`config.mk`:
```
export PLATFORM = sky130hd
export DESIGN_NAME = trap_ctrl_flat
export DESIGN_NICKNAME = d
export VERILOG_FILES = /design/src/rtl/trap_ctrl_if.sv /design/src/rtl/trap_ctrl.sv /design/src/flat_wrapper.sv
export SDC_FILE = /design/constraint.sdc
export NUM_CORES = 1
export LEC_CHECK = 0
export BUFFER_PORTS_ARGS = -buffer_cell sky130_fd_sc_hd__buf_2
export CAP_MARGIN = 20
export CORE_AREA = 2 2 89 91
export CTS_CLUSTER_SIZE = 16
export DETAILED_ROUTE_END_ITERATION = 8
export DIE_AREA = 0 0 91 93
export PLACE_DENSITY = 0.84
export SYNTH_ARGS = -nofsm -noshare
export SYNTH_HDL_FRONTEND = slang
export SYNTH_SLANG_ARGS = --single-unit
```
`constraint.sdc`:
```
create_clock -name clk -period 3.5 [get_ports clk]
set_input_delay 0.525 -clock clk [delete_from_list [all_inputs] [get_ports clk]]
set_output_delay 0.525 -clock clk [all_outputs]
set_load 0.01 [all_outputs]
```
`src/rtl/trap_ctrl_if.sv`:
```
// rtl/trap_ctrl_if.sv - core-side bus between the pipeline and trap_ctrl
interface trap_ctrl_if #(
    parameter int NUM_SRC = 4,
    parameter int XLEN    = 32
);
    logic                mem_hold;
    logic [NUM_SRC-1:0]  irq_src;
    logic                ecall;
    logic                trap_ret;
    logic [XLEN-1:0]     epc_in;
    logic [XLEN-1:0]     mtvec;
    logic                mask_we;
    logic [NUM_SRC-1:0]  mask_wdata;
    logic [NUM_SRC-1:0]  pend_clr;

    logic                trapping;
    logic                trigger_trap;
    logic                trigger_trap_ret;
    logic [XLEN-1:0]     trap_vec;
    logic [XLEN-1:0]     mepc;
    logic [XLEN-1:0]     mcause;
    logic [NUM_SRC-1:0]  pending;
    logic [NUM_SRC-1:0]  irq_mask;
    logic                double_fault;

    modport master (
        output mem_hold, irq_src, ecall, trap_ret, epc_in, mtvec,
               mask_we, mask_wdata, pend_clr,
        input  trapping, trigger_trap, trigger_trap_ret, trap_vec,
               mepc, mcause, pending, irq_mask, double_fault
    );

    modport slave (
        input  mem_hold, irq_src, ecall, trap_ret, epc_in, mtvec,
               mask_we, mask_wdata, pend_clr,
        output trapping, trigger_trap, trigger_trap_ret, trap_vec,
               mepc, mcause, pending, irq_mask, double_fault
    );
endinterface

```
`src/rtl/trap_ctrl.sv`:
```
// rtl/trap_ctrl.sv - multi-source trap controller (ecall + edge-latched IRQs); TRAP_VECTORED_EN selects vectored redirect
module trap_ctrl #(
    parameter int NUM_SRC = 4,
    parameter int XLEN    = 32
) (
    input  logic         clk,
    input  logic         Rst,
    trap_ctrl_if.slave   bus
);
    typedef enum logic [1:0] {
        S_IDLE,
        S_ENTER,
        S_ACTIVE,
        S_RETURN
    } state_t;

    state_t             state, state_nxt;
    logic [NUM_SRC-1:0] irq_q;
    logic [NUM_SRC-1:0] pending_q;
    logic [NUM_SRC-1:0] mask_q;
    logic [NUM_SRC-1:0] rise;
    logic [NUM_SRC-1:0] eligible;
    logic [NUM_SRC-1:0] take_clr;
    logic [XLEN-1:0]    mepc_q;
    logic [XLEN-1:0]    mcause_q;
    logic [XLEN-1:0]    vec_q;
    logic [XLEN-1:0]    base;
    logic [XLEN-1:0]    cause_nxt;
    logic [XLEN-1:0]    vec_nxt;
    logic               dfault_q;
    logic               sel_found;
    logic [3:0]         sel_idx;
    logic               req;
    logic               take;
    logic               trapping;
    logic               trig;
    logic               trig_ret;

    assign rise     = bus.irq_src & ~irq_q;
    assign eligible = pending_q & mask_q;
    assign req      = bus.ecall | sel_found;
    assign base     = {bus.mtvec[XLEN-1:2], 2'b00};

    // Descending scan so the lowest eligible index is the last one written.
    always_comb begin
        sel_found = 1'b0;
        sel_idx   = 4'd0;
        for (int i = NUM_SRC - 1; i >= 0; i--) begin
            if (eligible[i]) begin
                sel_found = 1'b1;
                sel_idx   = 4'(i);
            end
        end
    end

    always_comb begin
        cause_nxt = '0;
        vec_nxt   = base;
        if (bus.ecall) begin
            cause_nxt = XLEN'(11);
        end else begin
            cause_nxt = {1'b1, {(XLEN-5){1'b0}}, sel_idx};
`ifdef TRAP_VECTORED_EN
            vec_nxt   = base + XLEN'({sel_idx, 2'b00});
`else
            vec_nxt   = base;
`endif
        end
    end

    // A pulse is only raised in the cycle its transition is actually taken.
    always_comb begin
        state_nxt = state;
        take      = 1'b0;
        trapping  = 1'b0;
        trig      = 1'b0;
        trig_ret  = 1'b0;
        case (state)
            S_IDLE: begin
                if (req && !bus.mem_hold) begin
                    take      = 1'b1;
                    state_nxt = S_ENTER;
                end
            end
            S_ENTER: begin
                trapping = 1'b1;
                if (!bus.mem_hold) begin
                    trig      = 1'b1;
                    state_nxt = S_ACTIVE;
                end
            end
            S_ACTIVE: begin
                trapping = 1'b1;
                if (bus.trap_ret && !bus.mem_hold) begin
                    state_nxt = S_RETURN;
                end
            end
            S_RETURN: begin
                if (!bus.mem_hold) begin
                    trig_ret  = 1'b1;
                    state_nxt = S_IDLE;
                end
            end
            default: state_nxt = S_IDLE;
        endcase
    end

    always_comb begin
        take_clr = '0;
        for (int i = 0; i < NUM_SRC; i++) begin
            take_clr[i] = take && !bus.ecall && (sel_idx == 4'(i));
        end
    end

    always_ff @(posedge clk) begin
        if (!Rst) begin
            state     <= S_IDLE;
            irq_q     <= '0;
            pending_q <= '0;
            mask_q    <= '0;
            mepc_q    <= '0;
            mcause_q  <= '0;
            vec_q     <= '0;
            dfault_q  <= 1'b0;
        end else begin
            state     <= state_nxt;
            irq_q     <= bus.irq_src;
            // New edges win over software clear and over the take clear.
            pending_q <= (pending_q & ~bus.pend_clr & ~take_clr) | rise;
            if (bus.mask_we) begin
                mask_q <= bus.mask_wdata;
            end
            if (bus.ecall && trapping) begin
                dfault_q <= 1'b1;
            end
            if (take) begin
                mepc_q   <= bus.epc_in;
                mcause_q <= cause_nxt;
                vec_q    <= vec_nxt;
            end
        end
    end

    assign bus.trapping         = trapping;
    assign bus.trigger_trap     = trig;
    assign bus.trigger_trap_ret = trig_ret;
    assign bus.trap_vec         = vec_q;
    assign bus.mepc             = mepc_q;
    assign bus.mcause           = mcause_q;
    assign bus.pending          = pending_q;
    assign bus.irq_mask         = mask_q;
    assign bus.double_fault     = dfault_q;
endmodule

```
`src/flat_wrapper.sv`:
```
// flat-port wrapper written by rule: the top's interface ports become plain ports
module trap_ctrl_flat 
#(
    parameter int NUM_SRC = 4,
    parameter int XLEN    = 32
)
  (clk, Rst, bus_mem_hold, bus_irq_src, bus_ecall, bus_trap_ret, bus_epc_in, bus_mtvec, bus_mask_we, bus_mask_wdata, bus_pend_clr, bus_trapping, bus_trigger_trap, bus_trigger_trap_ret, bus_trap_vec, bus_mepc, bus_mcause, bus_pending, bus_irq_mask, bus_double_fault);
  trap_ctrl_if #(.NUM_SRC(NUM_SRC), .XLEN(XLEN)) bus_i ();
  input  logic clk;
  input  logic Rst;
  input wire logic [$bits(bus_i.mem_hold)-1:0] bus_mem_hold;
  input wire logic [$bits(bus_i.irq_src)-1:0] bus_irq_src;
  input wire logic [$bits(bus_i.ecall)-1:0] bus_ecall;
  input wire logic [$bits(bus_i.trap_ret)-1:0] bus_trap_ret;
  input wire logic [$bits(bus_i.epc_in)-1:0] bus_epc_in;
  input wire logic [$bits(bus_i.mtvec)-1:0] bus_mtvec;
  input wire logic [$bits(bus_i.mask_we)-1:0] bus_mask_we;
  input wire logic [$bits(bus_i.mask_wdata)-1:0] bus_mask_wdata;
  input wire logic [$bits(bus_i.pend_clr)-1:0] bus_pend_clr;
  output wire logic [$bits(bus_i.trapping)-1:0] bus_trapping;
  output wire logic [$bits(bus_i.trigger_trap)-1:0] bus_trigger_trap;
  output wire logic [$bits(bus_i.trigger_trap_ret)-1:0] bus_trigger_trap_ret;
  output wire logic [$bits(bus_i.trap_vec)-1:0] bus_trap_vec;
  output wire logic [$bits(bus_i.mepc)-1:0] bus_mepc;
  output wire logic [$bits(bus_i.mcause)-1:0] bus_mcause;
  output wire logic [$bits(bus_i.pending)-1:0] bus_pending;
  output wire logic [$bits(bus_i.irq_mask)-1:0] bus_irq_mask;
  output wire logic [$bits(bus_i.double_fault)-1:0] bus_double_fault;
  assign bus_i.mem_hold = bus_mem_hold;
  assign bus_i.irq_src = bus_irq_src;
  assign bus_i.ecall = bus_ecall;
  assign bus_i.trap_ret = bus_trap_ret;
  assign bus_i.epc_in = bus_epc_in;
  assign bus_i.mtvec = bus_mtvec;
  assign bus_i.mask_we = bus_mask_we;
  assign bus_i.mask_wdata = bus_mask_wdata;
  assign bus_i.pend_clr = bus_pend_clr;
  assign bus_trapping = bus_i.trapping;
  assign bus_trigger_trap = bus_i.trigger_trap;
  assign bus_trigger_trap_ret = bus_i.trigger_trap_ret;
  assign bus_trap_vec = bus_i.trap_vec;
  assign bus_mepc = bus_i.mepc;
  assign bus_mcause = bus_i.mcause;
  assign bus_pending = bus_i.pending;
  assign bus_irq_mask = bus_i.irq_mask;
  assign bus_double_fault = bus_i.double_fault;
  trap_ctrl #(.NUM_SRC(NUM_SRC), .XLEN(XLEN)) u_core (.clk(clk), .Rst(Rst), .bus(bus_i));
endmodule
```
==> metrics.md, run 1 <==
| Metric | Value |
|---|---|
| DR pass1 iterations | 4 |
| Clk root buf | clkbuf_8 |
| Count of buffers from port buffering | ~160 |
| Max Root-Sink Buffers | 2 |
| I/O pin count | 190 |
| GR Overflow Total | 0 |
| Clock network fraction of total power | 0.272 |
| Post-synthesis register bit count | 81 |
| Distinct cell type count after synthesis | 31 |
| Slew Viols, Final | 0 |
| Maximum clock frequency | 499 MHz |
| DR vias/cell | 4.70 |
| Fin crit share | 0.573 |
| Hold_buf cts | 0 |
| DR iter-0 viols | 84 |
| Synth top cells by count | nand2_1, dfxtp_1, mux2i_1, buf_4, clkbuf_1 |
| P_leak | approximately 2.2 nW |
| Number of buffers created by CTS | 9 |
| Post-DRT Antenna Nets | 0 |
| Initial Utilization | 0.467 |
| Fraction of layout cells with a size suffix above 1 | 0.326 |
| Core footprint | about 7500 um2 |
| Status | completed |
| RSZ-0062 raised after global routing | false |
| R2r startpoint | u_core.state[0] |
| Core Rows | 32 |
| Diodes inserted | 0 |
| VDD IR max | approximately 0.30 mV |
| Reg clk slew, reported paths | ~0.08 ns |
| Synthesized instance count | between 300 and 400 |
| CTS tree | done |
| Crit-path slowest cell | buf_12 |
| Worst Clk Skew | 0.0114 ns |
| P_sw | ~0.00076 W |
| Final GP Congestion | between 0.8 and 0.9 |
| H-tree levels | 3 |
| Post-synth EDFFs | 0 |
| CP startpoint | u_core.state[0] |
| Syn Std Cell Area | 3520 um2 |
| Hold path start | bus_irq_src[2] |
| WP data required | between 3 and 4 ns |
| PwrDens | 555 nW/um2 |
| Avg Cell Area, Syn | 9.09 um2 |
| Synth top area cells | dfxtp_1, mux2i_1, nand2_1, buf_4, nor2b_1 |
| Post-CTS setup buffer count | 0 |
| Worst setup path class | reg2reg |
| Tmin final | 2.00 ns |
| First-pass GRT wire length | roughly 12000 um |
| Die Ht | 93 um |
| Fillcell total | approximately 670 |
| DP HPWL | ~5400 um |
| Die Wd | just over 90 um |
| Worst Path Arrival | 2.27 ns |
| P_int | approximately 0.0017 W |
| Nets | approximately 600 |
| Setup Total Neg Slack | 0 ns |
| Reg2Reg Setup Slack | 1.50 ns |
| Async S/R FF share, synth | 0 |
| CP Max Fanout | 66 |
| Post-synth top area share | 0.461 |
| Crit path largest cell delay | between 0.3 and 0.4 ns |
| Final hold vios | 0 |
| Final setup violation count | 0 |
| DIE AREA | approximately 8500 um2 |
| DRC Markers | 0 |
| CP Cell Sequence | inv_1, ha_1, nor2b_1, a21boi_4, buf_12, mux2i_1 |
| CP startpoint kind | register |
| Top delay family on crit path | buffers and inverters |
| Leading area contributor after synthesis | dfxtp_1 |
| Initial antenna violation count | 0 |
| Average routed wire per standard cell | 11.7 um |
| Min-delay worst type | in2reg |
| Sequential fraction of the synthesis area | 0.461 |
| Clock latency on the worst-skew pair | approximately 0.34 ns |
| Worst slew pin tran | around 0.7 ns |
| Total wire length | about 7500 um |
| Worst rel slew slack | 0.537 |
| Buffers plus inverters on the worst setup path | 2 |
| Max cap viols | 0 |
| Crit end category | register |
| Final core occ | 0.590 |
| Largest net degree at the start of global routing | 76 |
| Top_reg_cell synth | dfxtp_1 |
| Most frequent cell after synthesis | nand2_1 |
| Total track usage | 0.175 |
| # resized after CTS | 0 |
| Flop pwr share | 0.455 |
| Number of global-route vias before repair | ~2800 |
| Via count | 3006 |
| Sw Ratio | 0.307 |
| Combinational share of power | 0.273 |
| Area grow syn2layout | 26.2% |
| Ys Warns | 0 |
| Num Clock Sinks | 81 |
[flip-flops by register name (all words and copies together), names as in the netlist]
name                     flops
u_core.bus.mcause            4
u_core.bus.pending           4
u_core.state                 2
u_core.bus.irq_mask          4
u_core.irq_q                 4
u_core.bus.trap_vec         30
u_core.bus.mepc             32
u_core.bus.double_fault      1
[per-layer routing]
layer,wire [um],GRT usage,vias up
met5,0,0,-
met1,2960,0.188,1371
met4,148,0.0707,0
met2,3690,0.310,137
met3,697,0.0677,12
li1,-,-,1486
[logic make-up (layout without fill, tap and decap cells)]
kind of cell | after synthesis | in the layout | synth area share
AND/OR/NAND/NOR | 152 | 152 | 0.176
flip-flops | 81 | 81 | 0.461
multiplexers | 67 | 67 | 0.191
buffers and inverters | 60 | 181 | 0.106
AO/OA/AOI/OAI | 22 | 22 | 0.0512
adder cells (fa/ha/maj) | 4 | 4 | 0.0142
other | 1 | 30 | 0.00107
[cells in the final DEF, fill, tap and decap left out, drive strengths merged]
cell type / instances
clkinv: 2
mux2i: 67
o21ai: 2
inv: 6
conb: 30
a21o: 1
a222oi: 1
a311oi: 4
a21oi: 2
nand3: 1
o221a: 2
nand2b: 1
o41a: 1
nor2b: 12
o21a: 3
bufinv: 1
clkinvlp: 2
a32oi: 1
nor3b: 1
dfxtp: 81
and2: 4
o211a: 2
nand2: 132
a21boi: 1
buf: 159
ha: 4
nor2: 1
a211oi: 1
a22oi: 1
clkbuf: 11
[per-stage QoR]
stage | total power (W) | cell area [um2] | instances | setup WS [ns] | hold slack [ns]
2_1_floorplan | 0.00161 | 3630 | 416 | 1.85 | 0.430
4_1_cts | 0.00250 | 4440 | 639 | 1.49 | 0.369
5_1_grt | 0.00261 | 4440 | 639 | 1.34 | 0.369
3_5_place_dp | 0.00182 | 4240 | 623 | 1.51 | 0.443
3_3_place_gp | 0.00179 | 4240 | 623 | 1.64 | 0.439
6_report | 0.00247 | 4440 | 639 | 1.50 | 0.385
[worst reg2reg max path, cell delays in order, from the launching register on]
cell and delay [ns]:
dfxtp_1 0.34, inv_1 0.09, ha_1 0.24, nor2b_1 0.33
a21boi_4 0.26, buf_12 0.39, mux2i_1 0.28
[cell type report]
type	count	area [um2]	area share
inverter	6	22.5	0.00507
timing repair buffer	159	828	0.187
tap	102	128	0.0287
clock inverter	5	55.1	0.0124
clock buffer	11	141	0.0318
multi-input combinational	275	1640	0.370
sequential	81	1620	0.365
[power by group through the flow]
stage | logic (W) | registers, W | clock network (W)
floorplan | 0.000415 | 0.00120 | 0
global placement | 0.000654 | 0.00113 | 0
detailed placement | 0.000679 | 0.00114 | 0
CTS | 0.000680 | 0.00112 | 0.000698
global route | 0.000737 | 0.00114 | 0.000737
finish | 0.000673 | 0.00112 | 0.000670
[worst paths after layout]
path / endpoint / depth (start not counted)
max: u_core.bus.mepc[16] / 6
min: u_core.irq_q[2] / 2
max reg2reg: u_core.bus.mepc[16] / 6
min reg2reg: u_core.bus.trap_vec[27] / 2
Note: power is estimated with default switching activity, not from simulation.
==> run 2: changes to the inputs <==
--- a/config.mk
+++ b/config.mk
@@ -5,13 +5,14 @@
 export SDC_FILE = /design/constraint.sdc
 export NUM_CORES = 1
 export LEC_CHECK = 0
+export ABC_AREA = 1
 export BUFFER_PORTS_ARGS = -buffer_cell sky130_fd_sc_hd__buf_2
 export CAP_MARGIN = 20
-export CORE_AREA = 2 2 89 91
+export CORE_AREA = 2 2 97 99
 export CTS_CLUSTER_SIZE = 16
 export DETAILED_ROUTE_END_ITERATION = 8
-export DIE_AREA = 0 0 91 93
-export PLACE_DENSITY = 0.84
+export DIE_AREA = 0 0 99 101
+export PLACE_DENSITY = 0.74
 export SYNTH_ARGS = -nofsm -noshare
 export SYNTH_HDL_FRONTEND = slang
 export SYNTH_SLANG_ARGS = --single-unit
==> constraint.sdc (replaced) <==
create_clock -name clk -period 1.8 [get_ports clk]
set_input_delay 0.27 -clock clk [delete_from_list [all_inputs] [get_ports clk]]
set_output_delay 0.27 -clock clk [all_outputs]
set_load 0.01 [all_outputs]
==> run 2 against run 1 <==
Worst hold slack worse by 0.26 ns. Clock power up 84%. Sequential share of layout area grew 0.28 points. Clock-buffer cell count did not move. Area after synthesis shrank 1.1%. Synthesized cell count increased by 14%. Critical path depth fell by 3. Largest cell class is now registers. Highest routed layer unchanged.
==> metrics.md, run 2 <==
| Metric | Value |
|---|---|
| Min-delay worst type | in2reg |
| Combinational share of power | 0.312 |
| Tmin final | ~1.6 ns |
| Top_reg_cell synth | dfxtp_1 |
| Num Clock Sinks | between 80 and 90 |
| DP HPWL | 6500 um |
| DR vias/cell | just under 5 |
| Worst Path Arrival | around 1.3 ns |
| Hold path start | bus_irq_src[1] |
| Fillcell total | 915 |
| Clk root buf | clkbuf_8 |
| Synthesized instance count | between 400 and 500 |
| Most frequent cell after synthesis | nand2_1 |
| Async S/R FF share, synth | 0 |
| Post-synthesis register bit count | 81 |
| Status | completed |
| Via count | between 3000 and 4000 |
| R2r startpoint | u_core.bus.pending[1] |
| VDD IR max | approximately 0.50 mV |
| Area grow syn2layout | 26.6% |
| Final setup violation count | 0 |
| CP startpoint | u_core.state[1] |
| Max cap viols | 0 |
| Flop pwr share | 0.438 |
| # resized after CTS | 0 |
| Diodes inserted | 0 |
| Synth top cells by count | nand2_1, dfxtp_1, a21oi_1, nand4_1, buf_4 |
| Max Root-Sink Buffers | 2 |
| CTS tree | done |
| Distinct cell type count after synthesis | 21 |
| Sw Ratio | 0.339 |
| I/O pin count | 190 |
| RSZ-0062 raised after global routing | false |
| Total track usage | 0.175 |
| Die Wd | approximately 99 um |
| Avg Cell Area, Syn | ~7.9 um2 |
| H-tree levels | 3 |
| Ys Warns | 0 |
| Slew Viols, Final | 0 |
| DRC Markers | 0 |
| Reg2Reg Setup Slack | between 0.3 and 0.4 ns |
| Worst setup path class | reg2out |
| Max reg flops | 32 |
| Average routed wire per standard cell | roughly 13 um |
| Post-DRT Antenna Nets | 0 |
| Fraction of layout cells with a size suffix above 1 | 0.327 |
| First-pass GRT wire length | around 14000 um |
| Number of buffers created by CTS | 9 |
| Final core occ | 0.491 |
| Total wire length | approximately 9000 um |
| PwrDens | between 1000 and 1500 nW/um2 |
| Fin crit share | 0.863 |
| Synth top area cells | dfxtp_1, nand4_1, nand2_1, a21oi_1, buf_4 |
| Largest net degree at the start of global routing | between 40 and 50 |
| Post-CTS setup buffer count | 0 |
| Setup Total Neg Slack | 0 ns |
| Final hold vios | 0 |
| Initial Utilization | 0.388 |
| P_int | around 0.0032 W |
| Post-synth EDFFs | 0 |
| DR iter-0 viols | 87 |
| DIE AREA | around 10000 um2 |
| Core footprint | roughly 9000 um2 |
| P_sw | about 0.0017 W |
| Post-synth top area share | 0.466 |
| Syn Std Cell Area | between 3000 and 4000 um2 |
| Final GP Congestion | between 0.7 and 0.8 |
| CP startpoint kind | register |
| Clock network fraction of total power | 0.250 |
| Initial antenna violation count | 0 |
| Count of buffers from port buffering | 157 |
| Nets | between 600 and 700 |
| Reg clk slew, reported paths | about 0.080 ns |
| P_leak | 2.15 nW |
| Maximum clock frequency | about 640 MHz |
| Most frequent cells in the layout | buf_2, nand2_1, dfxtp_1 |
| WP data required | about 1.5 ns |
| Multi-input gate area | around 1500 um2 |
| Crit end category | output pin |
| CP Max Fanout | 4 |
| Number of global-route vias before repair | about 3200 |
| Hold_buf cts | 0 |
| Commonest non-fill, non-tap cell in the layout | buf_2 |
| DR pass1 iterations | 4 |
| Sequential cell area | about 1600 um2 |
| Worst Clk Skew | 0.0110 ns |
| Core Rows | 35 |
| Die Ht | 101 um |
| GR Overflow Total | 0 |
| Clock latency on the worst-skew pair | 0.33 ns |
| Leading area contributor after synthesis | dfxtp_1 |
| Sequential fraction of the synthesis area | 0.466 |
==> run 2: changes by cell type in the layout (fill, tap and decap cells not counted), moves of 7 or more <==
cell and delta:
mux2i_1 -67, a21oi_1 +65, nand4_1 +64, nand2_1 -37, nor2_1 +14, inv_1 +13
nor2b_1 -12, o21ai_0 +8, buf_4 +7
==> run 2: cells by family (layout without fill, tap and decap cells) <==
kind of cell / count (synthesis) / in the layout / synth area share
adder cells (fa/ha/maj): 4 / 4 / 0.0144
other: 1 / 30 / 0.00108
flip-flops: 81 / 81 / 0.466
AND/OR/NAND/NOR: 189 / 189 / 0.265
buffers and inverters: 88 / 206 / 0.142
AO/OA/AOI/OAI: 77 / 77 / 0.111
==> run 2: metrics by stage <==
stage | cell area [um2] | instances | hold WS [ns] | setup slack, ns | power (W)
floorplan | 3590 | 469 | 0.374 | 0.431 | 0.00320
global placement | 4230 | 683 | 0.434 | 0.409 | 0.00369
detailed placement | 4230 | 683 | 0.438 | 0.343 | 0.00373
CTS | 4410 | 698 | 0.112 | 0.217 | 0.00498
global route | 4410 | 698 | 0.131 | 0.162 | 0.00524
finish | 4410 | 698 | 0.128 | 0.247 | 0.00490
==> run 2: worst max-delay path, stage by stage, from the launching register on <==
cell and delay (ns):
dfxtp_1 0.39, inv_1 0.09, ha_2 0.35, buf_2 0.13
==> run 2: per-layer routing <==
| layer | track usage | wire, um |
|---|---|---|
| met1 | 0.207 | 3830 |
| met2 | 0.310 | 4380 |
| met3 | 0.0492 | 682 |
| met4 | 0.0516 | 125 |
| met5 | 0 | 0 |
==> run 2: cell type report <==
| type | instances | area share |
|---|---|---|
| timing repair buffer | 168 | 0.206 |
| sequential | 81 | 0.368 |
| clock buffer | 11 | 0.0298 |
| multi-input combinational | 300 | 0.335 |
| tap | 111 | 0.0315 |
| inverter | 23 | 0.0196 |
| clock inverter | 4 | 0.0102 |
==> run 2: worst paths after layout <==
kind,depth (start not counted),end
min,3,u_core.irq_q[1]
max,3,bus_trapping
max reg2reg,7,u_core.bus.mepc[20]
min reg2reg,2,u_core.bus.mcause[1]
==> run 2: power groups by stage <==
stage / combinational, W / clock, W / sequential, W
2_1_floorplan: 0.000922 / 0 / 0.00228
3_3_place_gp: 0.00151 / 0 / 0.00218
4_1_cts: 0.00155 / 0.00128 / 0.00215
6_report: 0.00153 / 0.00123 / 0.00215
3_5_place_dp: 0.00154 / 0 / 0.00219
5_1_grt: 0.00170 / 0.00136 / 0.00218
==> run 3: changes to the inputs <==
--- a/config.mk
+++ b/config.mk
@@ -6,6 +6,7 @@
 export NUM_CORES = 1
 export LEC_CHECK = 0
 export ABC_AREA = 1
+export ABC_CLOCK_PERIOD_IN_PS = 1800
 export BUFFER_PORTS_ARGS = -buffer_cell sky130_fd_sc_hd__buf_2
 export CAP_MARGIN = 20
 export CORE_AREA = 2 2 97 99
@@ -13,6 +14,7 @@
 export DETAILED_ROUTE_END_ITERATION = 8
 export DIE_AREA = 0 0 99 101
 export PLACE_DENSITY = 0.74
+export REMOVE_ABC_BUFFERS = 1
 export SYNTH_ARGS = -nofsm -noshare
 export SYNTH_HDL_FRONTEND = slang
 export SYNTH_SLANG_ARGS = --single-unit
==> run 3 against run 2 <==
Non-clock buffer count decreased by 1. Clock-buffer cell count is the same. Critical path type unchanged. Sequential power about the same. Maximum frequency down 1.0%. First-iteration DRC count rose by 5.7%. Worst hold slack got worse by 0.015 ns. Utilization up 0.056 points.
==> metrics.md, run 3 (same netlist as run 2, synthesis figures left out) <==
| Metric | Value |
|---|---|
| Status | completed |
| Core Rows | 35 |
| Worst Path Arrival | ~1.3 ns |
| Final hold vios | 0 |
| Placed Cells | about 700 |
| Hold_buf cts | 0 |
| DR pass1 iterations | 4 |
| Via count | roughly 3500 |
| Pre-CTS setup slack | about 0.32 ns |
| Worst setup path class | reg2out |
| DR vias/cell | between 4 and 5 |
| Total track usage | 0.176 |
| Most frequent cells in the layout | buf_2, nand2_1, dfxtp_1 |
| Diodes inserted | 0 |
| Nets | between 600 and 700 |
| Average routed wire per standard cell | 12.9 um |
| DP HPWL | around 6300 um |
| Reg clk slew, reported paths | 0.08 ns |
| Fin cells | between 600 and 700 |
| Max Root-Sink Buffers | 2 |
| Fraction of layout cells with a size suffix above 1 | 0.327 |
| Top delay family on crit path | flip-flops |
| Max reg flops | 32 |
| Initial Utilization | 0.388 |
| GR Overflow Total | 0 |
| Final setup violation count | 0 |
| WHS | about 0.11 ns |
| Final GP Congestion | 0.820 |
| Core footprint | 8980 um2 |
| Commonest non-fill, non-tap cell in the layout | buf_2 |
| Total wire length | about 9000 um |
| I/O pin count | between 150 and 200 |
| Fin crit share | 0.872 |
| DIE AREA | 10000 um2 |
| Slew Viols, Final | 0 |
| CP Cell Sequence | inv_1, ha_2, buf_2 |
| P_sw | around 0.0017 W |
| Min-delay worst type | in2reg |
| # resized after CTS | 0 |
| Setup Total Neg Slack | 0 ns |
| DRC Markers | 0 |
| Number of buffers created by CTS | 9 |
| Buffers plus inverters on the worst setup path | 2 |
| CP Max Fanout | 4 |
| Crit-path slowest cell | dfxtp_1 |
| Post-DRT Antenna Nets | 0 |
| Combinational share of power | 0.325 |
| PwrDens | ~1100 nW/um2 |
| P_leak | 2.14 nW |
| First-pass GRT wire length | between 10000 and 15000 um |
| RSZ-0062 raised after global routing | false |
| Number of global-route vias before repair | 3159 |
| Crit path largest cell delay | approximately 0.38 ns |
| Count of buffers from port buffering | between 150 and 200 |
| Worst Clk Skew | 0.0109 ns |
| Crit end category | output pin |
| Max cap viols | 0 |
| DR iter-0 viols | between 90 and 100 |
| Clk root buf | clkbuf_8 |
| VDD IR max | 0.549 mV |
| P_int | ~0.0031 W |
| Num Clock Sinks | 81 |
| Post-CTS setup buffer count | 0 |
| Die Ht | a little over 100 um |
| CP startpoint kind | register |
| Clock network fraction of total power | 0.234 |
| Initial antenna violation count | 0 |
| Clock latency on the worst-skew pair | between 0.3 and 0.4 ns |
| Area grow syn2layout | 26.8% |
| Sw Ratio | 0.354 |
| Die Wd | 99 um |
| CTS tree | done |
| Flop pwr share | 0.442 |
| H-tree levels | 3 |
| Tmin final | 1.57 ns |
| Largest net degree at the start of global routing | 58 |
| WP data required | 1.53 ns |
| Maximum clock frequency | around 640 MHz |
| Slack of the critical path | between 0.2 and 0.25 ns |
## run 3: cell types whose count changed in the layout (fill, tap and decap cells not counted)
cell | previous run | this run
buf_12 | 3 | 5
buf_4 | 8 | 5
bufinv_16 | 1 | 0
clkinv_2 | 3 | 2
clkinvlp_4 | 0 | 3
## run 3: power groups by stage
stage	clock network, W	logic, W	registers (W)
2_1_floorplan	0	0.000752	0.00228
3_3_place_gp	0	0.00155	0.00218
3_5_place_dp	0	0.00158	0.00218
4_1_cts	0.00119	0.00159	0.00214
5_1_grt	0.00127	0.00174	0.00218
6_report	0.00114	0.00158	0.00214
## run 3: path summary, 6_finish.rpt
check,cells past startpoint,endpoint,slack [ns],from
worst max register to register,5,u_core.bus.pending[2],0.31,u_core.state[0]
worst min register to register,2,u_core.bus.mcause[3],0.44,u_core.bus.mcause[3]
worst max-delay path,3,bus_trapping,0.23,u_core.state[1]
worst min-delay path,3,u_core.irq_q[1],0.11,bus_irq_src[1]
## run 3: final cells by class
cell class	count	area, um2
sequential	81	1620
multi-input combinational	300	1480
timing repair buffer	167	923
clock inverter	5	32.5
inverter	23	86.3
fill	857	4570
clock buffer	11	131
tap	111	139
## run 3: tightest hold or removal path, delay by kind of cell
kind                   cells  cell delay [ns]
buffers and inverters      2             0.11
AND/OR/NAND/NOR            1             0.05
## run 3: through the flow
step | util | instance area [um2] | total power (W)
2_1_floorplan | - | 3180 | 0.00303
4_1_cts | 0.491 | 4410 | 0.00492
3_5_place_dp | 0.473 | 4250 | 0.00376
5_1_grt | 0.491 | 4410 | 0.00519
6_report | 0.491 | 4410 | 0.00486
3_3_place_gp | 0.473 | 4250 | 0.00373
## run 3: per-layer routing
metal / track usage / wire length (um) / vias up
met2: 0.306 / 4420 / 128
met1: 0.211 / 3830 / 1621
met4: 0.0622 / 100 / 0
li1: - / - / 1718
met3: 0.0472 / 627 / 10
met5: 0 / 0 / -
